File: src/rtl/rsa_bus_pkg.sv
// -----------------------------------------------------------------------------
// rsa_bus_pkg
//   Shared definitions for the RSA core operand stream blocks (the modulus
//   serializer, seq_to_para_mod and any later stream blocks).
//
//   Contents:
//     RSA_LEN_DEF / BUS_W_DEF : default modulus and stream word widths
//     MOD_WORDS / PRE_WORDS   : stream words per modulus / per pre-data operand
//     CNT_W                   : width of the stream word counter
//     rsa_bus_state_e         : stream-block state encoding
//     mod_words / pre_words   : word counts for non-default widths
// -----------------------------------------------------------------------------
package rsa_bus_pkg;

  localparam int RSA_LEN_DEF = 512;
  localparam int BUS_W_DEF   = 32;

  localparam int MOD_WORDS = RSA_LEN_DEF / BUS_W_DEF;        // 16
  localparam int PRE_WORDS = RSA_LEN_DEF / (2 * BUS_W_DEF);  // 8

  // The counter has to reach MOD_WORDS + PRE_WORDS (24 by default) and must
  // never wrap, so 5 bits is enough for the default geometry.
  localparam int CNT_W = 5;

  typedef enum logic [1:0] {
    ST_IDLE = 2'd0,
    ST_MOD  = 2'd1,
    ST_PRE  = 2'd2,
    ST_DONE = 2'd3
  } rsa_bus_state_e;

  // Stream words needed to carry a modulus of rsa_len bits.
  function automatic int mod_words(input int rsa_len, input int bus_w);
    return rsa_len / bus_w;
  endfunction

  // Stream words needed to carry the half-width CRT pre-data operand.
  function automatic int pre_words(input int rsa_len, input int bus_w);
    return rsa_len / (2 * bus_w);
  endfunction

endpackage

File: src/rtl/word_shift_acc.sv
// -----------------------------------------------------------------------------
// word_shift_acc
//   Shift-in accumulator for a least-significant-word-first stream. Each
//   enabled cycle the incoming word enters at the top and everything moves
//   down one word, so after WIDTH/WORD_W enables the first word sits in the
//   lowest word slot.
//
//   Ports:
//     clk  : clock
//     rst  : synchronous, active-high reset (register cleared)
//     clr  : synchronous clear (start of a new operand)
//     en   : shift one word in
//     din  : incoming stream word [WORD_W-1:0]
//     q    : accumulated operand [WIDTH-1:0]
// -----------------------------------------------------------------------------
module word_shift_acc #(
  parameter int WIDTH  = 512,
  parameter int WORD_W = 32
) (
  input  logic              clk,
  input  logic              rst,
  input  logic              clr,
  input  logic              en,
  input  logic [WORD_W-1:0] din,
  output logic [WIDTH-1:0]  q
);

  // Operands are cleared on reset as well as on clr so that an aborted run
  // never leaves a partial operand visible downstream.
  always_ff @(posedge clk) begin
    if (rst || clr) begin
      q <= '0;
    end else if (en) begin
      q <= {din, q[WIDTH-1:WORD_W]};
    end
  end

endmodule

File: src/rtl/seq_to_para_mod.sv
// -----------------------------------------------------------------------------
// seq_to_para_mod
//   Receive-side deserializer for the modulus / CRT pre-data word stream on
//   the RSA core operand bus. Sits directly behind the modulus serializer and
//   shares its start strobe and crt qualifier. After start, MOD_WORDS words
//   build the modulus; in CRT mode a further PRE_WORDS words build the
//   pre-data operand. A one-cycle done pulse then hands both operands to the
//   Montgomery core. Outputs hold until the next accepted start.
//
//   Ports:
//     clk        : clock
//     rst        : synchronous, active-high reset
//     start      : one-cycle strobe, same cycle as the serializer's rdy
//     crt        : CRT mode, sampled only in the accepted start cycle
//     data_in    : stream word [BUS_W-1:0]
//     mod_out    : assembled modulus [RSA_LEN-1:0]
//     predat_out : assembled pre-data [RSA_LEN/2-1:0], zero in non-CRT runs
//     busy       : high while capturing words
//     done       : one-cycle pulse when operands are valid
//     err        : modulus odd-check flag
//
//   Build option:
//     SEQ_MOD_ODD_CHK_EN : when defined, err flags an even modulus (bit 0 of
//                          modulus word 0 clear). Held until the next
//                          accepted start or rst. When undefined err is 0.
//
//   Timing (start accepted in cycle 0): busy in cycles 1..16 (1..24 for CRT),
//   done in cycle 17 (25 for CRT).
// -----------------------------------------------------------------------------
module seq_to_para_mod
  import rsa_bus_pkg::*;
#(
  parameter int RSA_LEN = RSA_LEN_DEF,
  parameter int BUS_W   = BUS_W_DEF
) (
  input  logic                 clk,
  input  logic                 rst,
  input  logic                 start,
  input  logic                 crt,
  input  logic [BUS_W-1:0]     data_in,
  output logic [RSA_LEN-1:0]   mod_out,
  output logic [RSA_LEN/2-1:0] predat_out,
  output logic                 busy,
  output logic                 done,
  output logic                 err
);

  // Counter value of the last modulus word and of the last pre-data word.
  // The counter starts at 1 for the first modulus word.
  localparam logic [CNT_W-1:0] LAST_MOD_CNT = CNT_W'(mod_words(RSA_LEN, BUS_W));
  localparam logic [CNT_W-1:0] LAST_PRE_CNT =
    CNT_W'(mod_words(RSA_LEN, BUS_W) + pre_words(RSA_LEN, BUS_W));
  localparam logic [CNT_W-1:0] FIRST_CNT = CNT_W'(1);

  rsa_bus_state_e   state;
  rsa_bus_state_e   state_nxt;
  logic [CNT_W-1:0] cnt;
  logic [CNT_W-1:0] cnt_nxt;
  logic             crt_r;
  logic             crt_r_nxt;

  logic             start_acc;  // start seen in IDLE: a run begins
  logic             mod_en;
  logic             pre_en;
  logic             pre_clr;

  // ---------------------------------------------------------------------------
  // Control state register
  // ---------------------------------------------------------------------------
  always_ff @(posedge clk) begin
    if (rst) begin
      state <= ST_IDLE;
      cnt   <= '0;
      crt_r <= 1'b0;
    end else begin
      state <= state_nxt;
      cnt   <= cnt_nxt;
      crt_r <= crt_r_nxt;
    end
  end

  // ---------------------------------------------------------------------------
  // Next-state and datapath enables
  // ---------------------------------------------------------------------------
  // start is only honoured in IDLE, so strobes during a run or in the done
  // cycle fall through the default assignments and change nothing. crt is
  // consumed only together with an accepted start.
  always_comb begin
    state_nxt = state;
    cnt_nxt   = cnt;
    crt_r_nxt = crt_r;
    start_acc = 1'b0;
    mod_en    = 1'b0;
    pre_en    = 1'b0;
    pre_clr   = 1'b0;

    case (state)
      ST_IDLE: begin
        if (start) begin
          start_acc = 1'b1;
          crt_r_nxt = crt;
          cnt_nxt   = FIRST_CNT;
          pre_clr   = 1'b1;
          state_nxt = ST_MOD;
        end
      end

      ST_MOD: begin
        mod_en  = 1'b1;
        cnt_nxt = cnt + CNT_W'(1);
        if (cnt == LAST_MOD_CNT) begin
          state_nxt = crt_r ? ST_PRE : ST_DONE;
        end
      end

      ST_PRE: begin
        pre_en  = 1'b1;
        cnt_nxt = cnt + CNT_W'(1);
        if (cnt == LAST_PRE_CNT) begin
          state_nxt = ST_DONE;
        end
      end

      ST_DONE: begin
        cnt_nxt   = '0;
        state_nxt = ST_IDLE;
      end

      default: begin
        cnt_nxt   = '0;
        state_nxt = ST_IDLE;
      end
    endcase
  end

  assign busy = (state == ST_MOD) || (state == ST_PRE);
  assign done = (state == ST_DONE);

  // ---------------------------------------------------------------------------
  // Operand accumulators
  // ---------------------------------------------------------------------------
  // The modulus is never cleared at start: all of its words are overwritten
  // by every run, so it simply keeps showing the previous operand until then.
  word_shift_acc #(
    .WIDTH  (RSA_LEN),
    .WORD_W (BUS_W)
  ) u_mod_acc (
    .clk (clk),
    .rst (rst),
    .clr (1'b0),
    .en  (mod_en),
    .din (data_in),
    .q   (mod_out)
  );

  // Pre-data is cleared at every accepted start so non-CRT runs present 0.
  word_shift_acc #(
    .WIDTH  (RSA_LEN / 2),
    .WORD_W (BUS_W)
  ) u_pre_acc (
    .clk (clk),
    .rst (rst),
    .clr (pre_clr),
    .en  (pre_en),
    .din (data_in),
    .q   (predat_out)
  );

  // ---------------------------------------------------------------------------
  // Modulus odd check
  // ---------------------------------------------------------------------------
`ifdef SEQ_MOD_ODD_CHK_EN
  logic err_r;

  // Word 0 of the modulus arrives while cnt is still at its first value.
  always_ff @(posedge clk) begin
    if (rst) begin
      err_r <= 1'b0;
    end else if (start_acc) begin
      err_r <= 1'b0;
    end else if (mod_en && (cnt == FIRST_CNT)) begin
      err_r <= ~data_in[0];
    end
  end

  assign err = err_r;
`else
  assign err = 1'b0;
`endif

endmodule

File: config.mk
export PLATFORM = sky130hd
export DESIGN_NAME = seq_to_para_mod
export DESIGN_NICKNAME = d
export VERILOG_FILES = /design/src/rtl/rsa_bus_pkg.sv /design/src/rtl/word_shift_acc.sv /design/src/rtl/seq_to_para_mod.sv
export SDC_FILE = /design/constraint.sdc
export NUM_CORES = 2
export LEC_CHECK = 0
export BUFFER_PORTS_ARGS = -buffer_cell sky130_fd_sc_hd__buf_2
export CORE_AREA = 3 3 312 314
export CTS_BUF_LIST = sky130_fd_sc_hd__clkbuf_16
export DETAILED_ROUTE_END_ITERATION = 8
export DIE_AREA = 0 0 315 317
export PLACE_DENSITY = 0.59
export SKIP_CTS_REPAIR_TIMING = 1
export SYNTH_ARGS = -nofsm -noshare
export SYNTH_HDL_FRONTEND = slang
export SYNTH_SLANG_ARGS = --single-unit
File: constraint.sdc
create_clock -name clk -period 5.1 [get_ports clk]
set_clock_uncertainty 0.2 [all_clocks]
set_input_delay 0.51 -clock clk [delete_from_list [all_inputs] [get_ports clk]]
set_output_delay 0.51 -clock clk [all_outputs]
set_load 0.02 [all_outputs]
---- After elaboration in Yosys (flattened, before gate mapping) ----
Cells that the tools add are included.
storage, ports and cells
  output and inout bits ................... 771
  register bits after elaboration ......... 776
  bits of input ports ..................... 36
cells by class
  equality and inequality tests ........... 8
  reductions and logical operators ........ 6
  add/subtract/negate cells ............... 1
  multiplexer cells ....................... 11
operator list
  operator             number
  $pmux 5 s3           1
  $eq 5x5->1 const B   2
  $pmux 2 s4           1
  $mux 2               3
  $ne 2x2->1 const B   3
  $add 5x1->5 const B  1
  $mux 1               5
  $mux 5               1
  $eq 2x2->1 const B   2
  $reduce_and 3->1     1
  $eq 2x1->1 const B   1
  $logic_not 2->1      1
  $logic_or 1x1->1     2
  $reduce_and 2->1     1
  $reduce_or 2->1      1

---- Depth between registers and ports, before layout ----
  depth in word-level cells ............... 3
  gate-level depth with buffers ........... 7
  mapped depth without buffers ............ 6

---- Modules after synthesis ----
A second synthesis with hierarchy kept.
second synthesis, totals
  cells, all modules ...................... 2537
  area, all modules ....................... 28421.0 sq um
by module, submodules not included
  module                       area an instance (sq um)  instances  seq. area each (sq um)  cells each
  word_shift_acc at u_mod_acc  18567.8                   1          10249.8                 1651
  word_shift_acc at u_pre_acc  9342.7                    1          5124.9                  827
  seq_to_para_mod              510.5                     1          160.2                   59

---- Least setup slack after synthesis ----
No wires, ideal clock.
  kind .................................... register to register
  from .................................... register state[0]
  to ...................................... register state[0]
  arrival ................................. 1.625 ns
  cell stages (with the launch flop) ...... 8
  clock period less this slack ............ 1.895 ns
  path slack .............................. 3.205 ns
  cells stage by stage .................... dfxtp_1 -> inv_1 -> ha_1 -> buf_2 -> mux2_2 -> a211o_1 -> or2_0 -> a21oi_1
on the way
  word-level cells in the longest chain between the ends .. 3
  elaborated cells between the ends (all ways) .. 9
ends and longest elaborated chain
  item                                      line                   text
  start: declaration                        seq_to_para_mod.sv:55  rsa_bus_state_e state;
  start signal: assignment                  seq_to_para_mod.sv:76  state <= state_nxt;
  $eq 2x2->1, or another cell as far along  seq_to_para_mod.sv:97  case (state)
  $ne 2x2->1 (no source line)               -
  $reduce_and 3->1 (no source line)         -
Parallel ways exist; a longest one is shown, timed or not.
A chain may end at the register's enable or synchronous reset.

---- Final worst setup path ----
  from .................................... register state[0]
  to ...................................... output busy
on the way
  word-level cells in the longest chain between the ends .. 2
  elaborated cells between the ends (all ways) .. 3
ends and longest elaborated chain
  item                                      line                    text
  $eq 2x1->1 or $eq 2x2->1 (tied branches)  seq_to_para_mod.sv:136  assign busy = (state == ST_MOD) || (state == ST_PRE);
  $logic_or 1x1->1 (*)                      seq_to_para_mod.sv:136
  end: declaration                          seq_to_para_mod.sv:43   output logic busy,
Mark *: on every way between the ends. The rest lies on a longest branch, timed or not.

==> out/results.ini <==
[sta]
period_share_pct=50.4
slew_headroom_pct=45.8
finalSetupViolCount=0
worst_slack_ps=2530
period_needed_ps=2570
rsz0062_at_grt=false
worst_pin_slew_ps=814
hold_viol_final=1
timing.hold.ws_ps=-1.05
fmaxAchievable_mhz=389
final.setup.tns_ps=0
maxSlewViolCount=0

[synth]
yosysTopAreaCellShare_pct=57.1
ys_types=27
yosysSeqAreaShare_pct=57.1
synth.most_common_cell=dfxtp_1
synth_area_um2=27200
syn_inst=2535
syn_avg_cell_area_um2=10.7
ys_warn_count=0
syn_nets=2578
synth_flop_cell=dfxtp_1
async_flop_share_pct=0
yosys.area.top_type=dfxtp_1
synth-edff-count=0
synthTopCellsByCount=dfxtp_1 (776), nor2_1 (773), mux2i_1 (769)
yosys-top-cells-area=dfxtp_1 (57%), mux2i_1 (28%), nor2_1 (11%), buf_2 (1.6%), clkbuf_1 (1.0%)
ys_seq_elements=776

[setup_path]
startpoint_type=register
path_class=reg2out
required_ps=4390
reg2reg_depth=5
worst-path-max-fanout=7
worstPathArrival_ps=1860
crit_path_end_kind=output port

[clock_network]
htreeDepth=3
clock_latency_ps=640
cts_buffers=87
clk_pin_slew_ps=60
cts_tree=built
clkSinkCount=776
cts_buffer_depth=3
root_buffer=clkbuf_16

[global_route]
grt-ovfl-total=0
antenna_found_initial=2
grt_pass1_vias=18900
grt_usage_pct=17.6
grt_max_degree=120
grt_pass1_wl_mm=132

[drt]
antenna_left=0
viasPerCell=4.43
dr.pass1.iters=5
wire_per_inst_um=20.1
drc=0
routed_wl_mm=93.5
vias=20600
drtIter0Drc=1236

[worst_hold_path]
holdPathStages=3
holdCritPathClass=in2reg

[floorplan]
row_count=113
core_area_um2=94900
initial_core_util_pct=28.7
dieArea_um2=99900
io-pin-count=807
die_x_um=315
dieHeight_um=317

[placed_design]
dpl.hpwl_mm=69.9
portBuffers=805
dp_slack_ps=2560
gp_congestion=0.835

[finish]
fin_nets=3352
syn2layout_area_growth_pct=30.6
drive_gt1_share_pct=28.1

[job]
drv_cap=0

[power]
ir_drop_v=0.000269
p_leak_nw=15.6
pwr_density_cell_nw_per_um2=433

[run_status]
outcome=complete, but fails checks
violations=negative hold slack

-- critical path, stage by stage, from the launching register on --
cell and delay (ps):
dfxtp_1 430, inv_1 150, ha_1 440, buf_2 220
-- cells in the final DEF, fill, tap and decap left out, types with 2 or more instances in the layout --
cell and count:
buf_2 804, dfxtp_1 776, nor2_1 773, mux2i_1 769, clkbuf_16 88, dlygate4sd3_1 32, inv_1 21, clkinv_1 21
buf_12 13, clkinv_2 11, buf_4 8, bufinv_16 7, a21oi_1 6, ha_1 5, nor2b_1 4, inv_6 4
nand3b_1 3, clkinv_8 3, nand2_1 2, o21ai_1 2, nand3_1 2, a22oi_1 2, ha_4 2, clkinv_16 2
clkinvlp_4 2
-- flip-flops by register name, indices dropped and copies added, names as in the netlist --
register,count
cnt,5
u_pre_acc.q,256
state,2
u_mod_acc.q,512
crt_r,1
-- final cells by class --
type                    instances  area, um^2
clock inverters                69         596
inverters                       4        15.0
repair buffers                858        4680
diodes                          1        2.50
clock buffers                  88        2200
flip-flops and latches        776       15500
well taps                    1265        1580
fillers                      9570       59300
multi-input cells            1582       10900
-- power by group --
| part | internal, W | switching, W | leakage (nW) |
|---|---|---|---|
| Clock | 0.00351 | 0.00262 | 1.43 |
| Sequential | 0.00617 | 0.000131 | 6.25 |
| Combinational | 0.00123 | 0.00171 | 7.88 |
| Total | 0.0109 | 0.00446 | 15.6 |
-- layer usage --
metal / global-route usage [%] / share of wire [%] / vias up
met4: 6.32 / 3.3 / 0
met1: 21.3 / 41 / 9824
met2: 29.5 / 48 / 580
met5: 0 / 0 / -
met3: 5.12 / 6.9 / 138
li1: - / - / 10000
-- path summary, 6_finish.rpt --
check               from          endpoint  slack (ps)
max             state[0]              busy        2530
min          data_in[29]  u_pre_acc.q[253]          -1
max reg2reg     state[1]  u_mod_acc.q[487]        2550
min reg2reg        crt_r             crt_r         280
-- logic make-up (layout without fill, tap and decap cells) --
family | after synthesis | after routing | synth area share, %
compound gates | 13 | 13 | 0.285
xor+xnor | 2 | 2 | 0.0644
fa+ha+maj | 7 | 7 | 0.322
buf+inv | 177 | 1019 | 2.86
flops | 776 | 776 | 57.1
mux | 770 | 770 | 28.3
other cells | 1 | 2 | 0.0138
simple gates | 789 | 789 | 11.0
-- per-stage QoR --
| stage | util, % | std cells | power, W | area [um^2] |
|---|---|---|---|---|
| global placement | 34.2 | 4453 | 0.00937 | 32400 |
| detailed placement | 34.2 | 4453 | 0.00936 | 32400 |
| finish | 37.5 | 4643 | 0.0154 | 35500 |
| global route | 37.5 | 4642 | 0.0160 | 35500 |
| CTS | 37.1 | 4610 | 0.0156 | 35200 |
| floorplan | - | 2535 | 0.00877 | 27200 |
No activity file was read; power rests on OpenSTA's default activity.
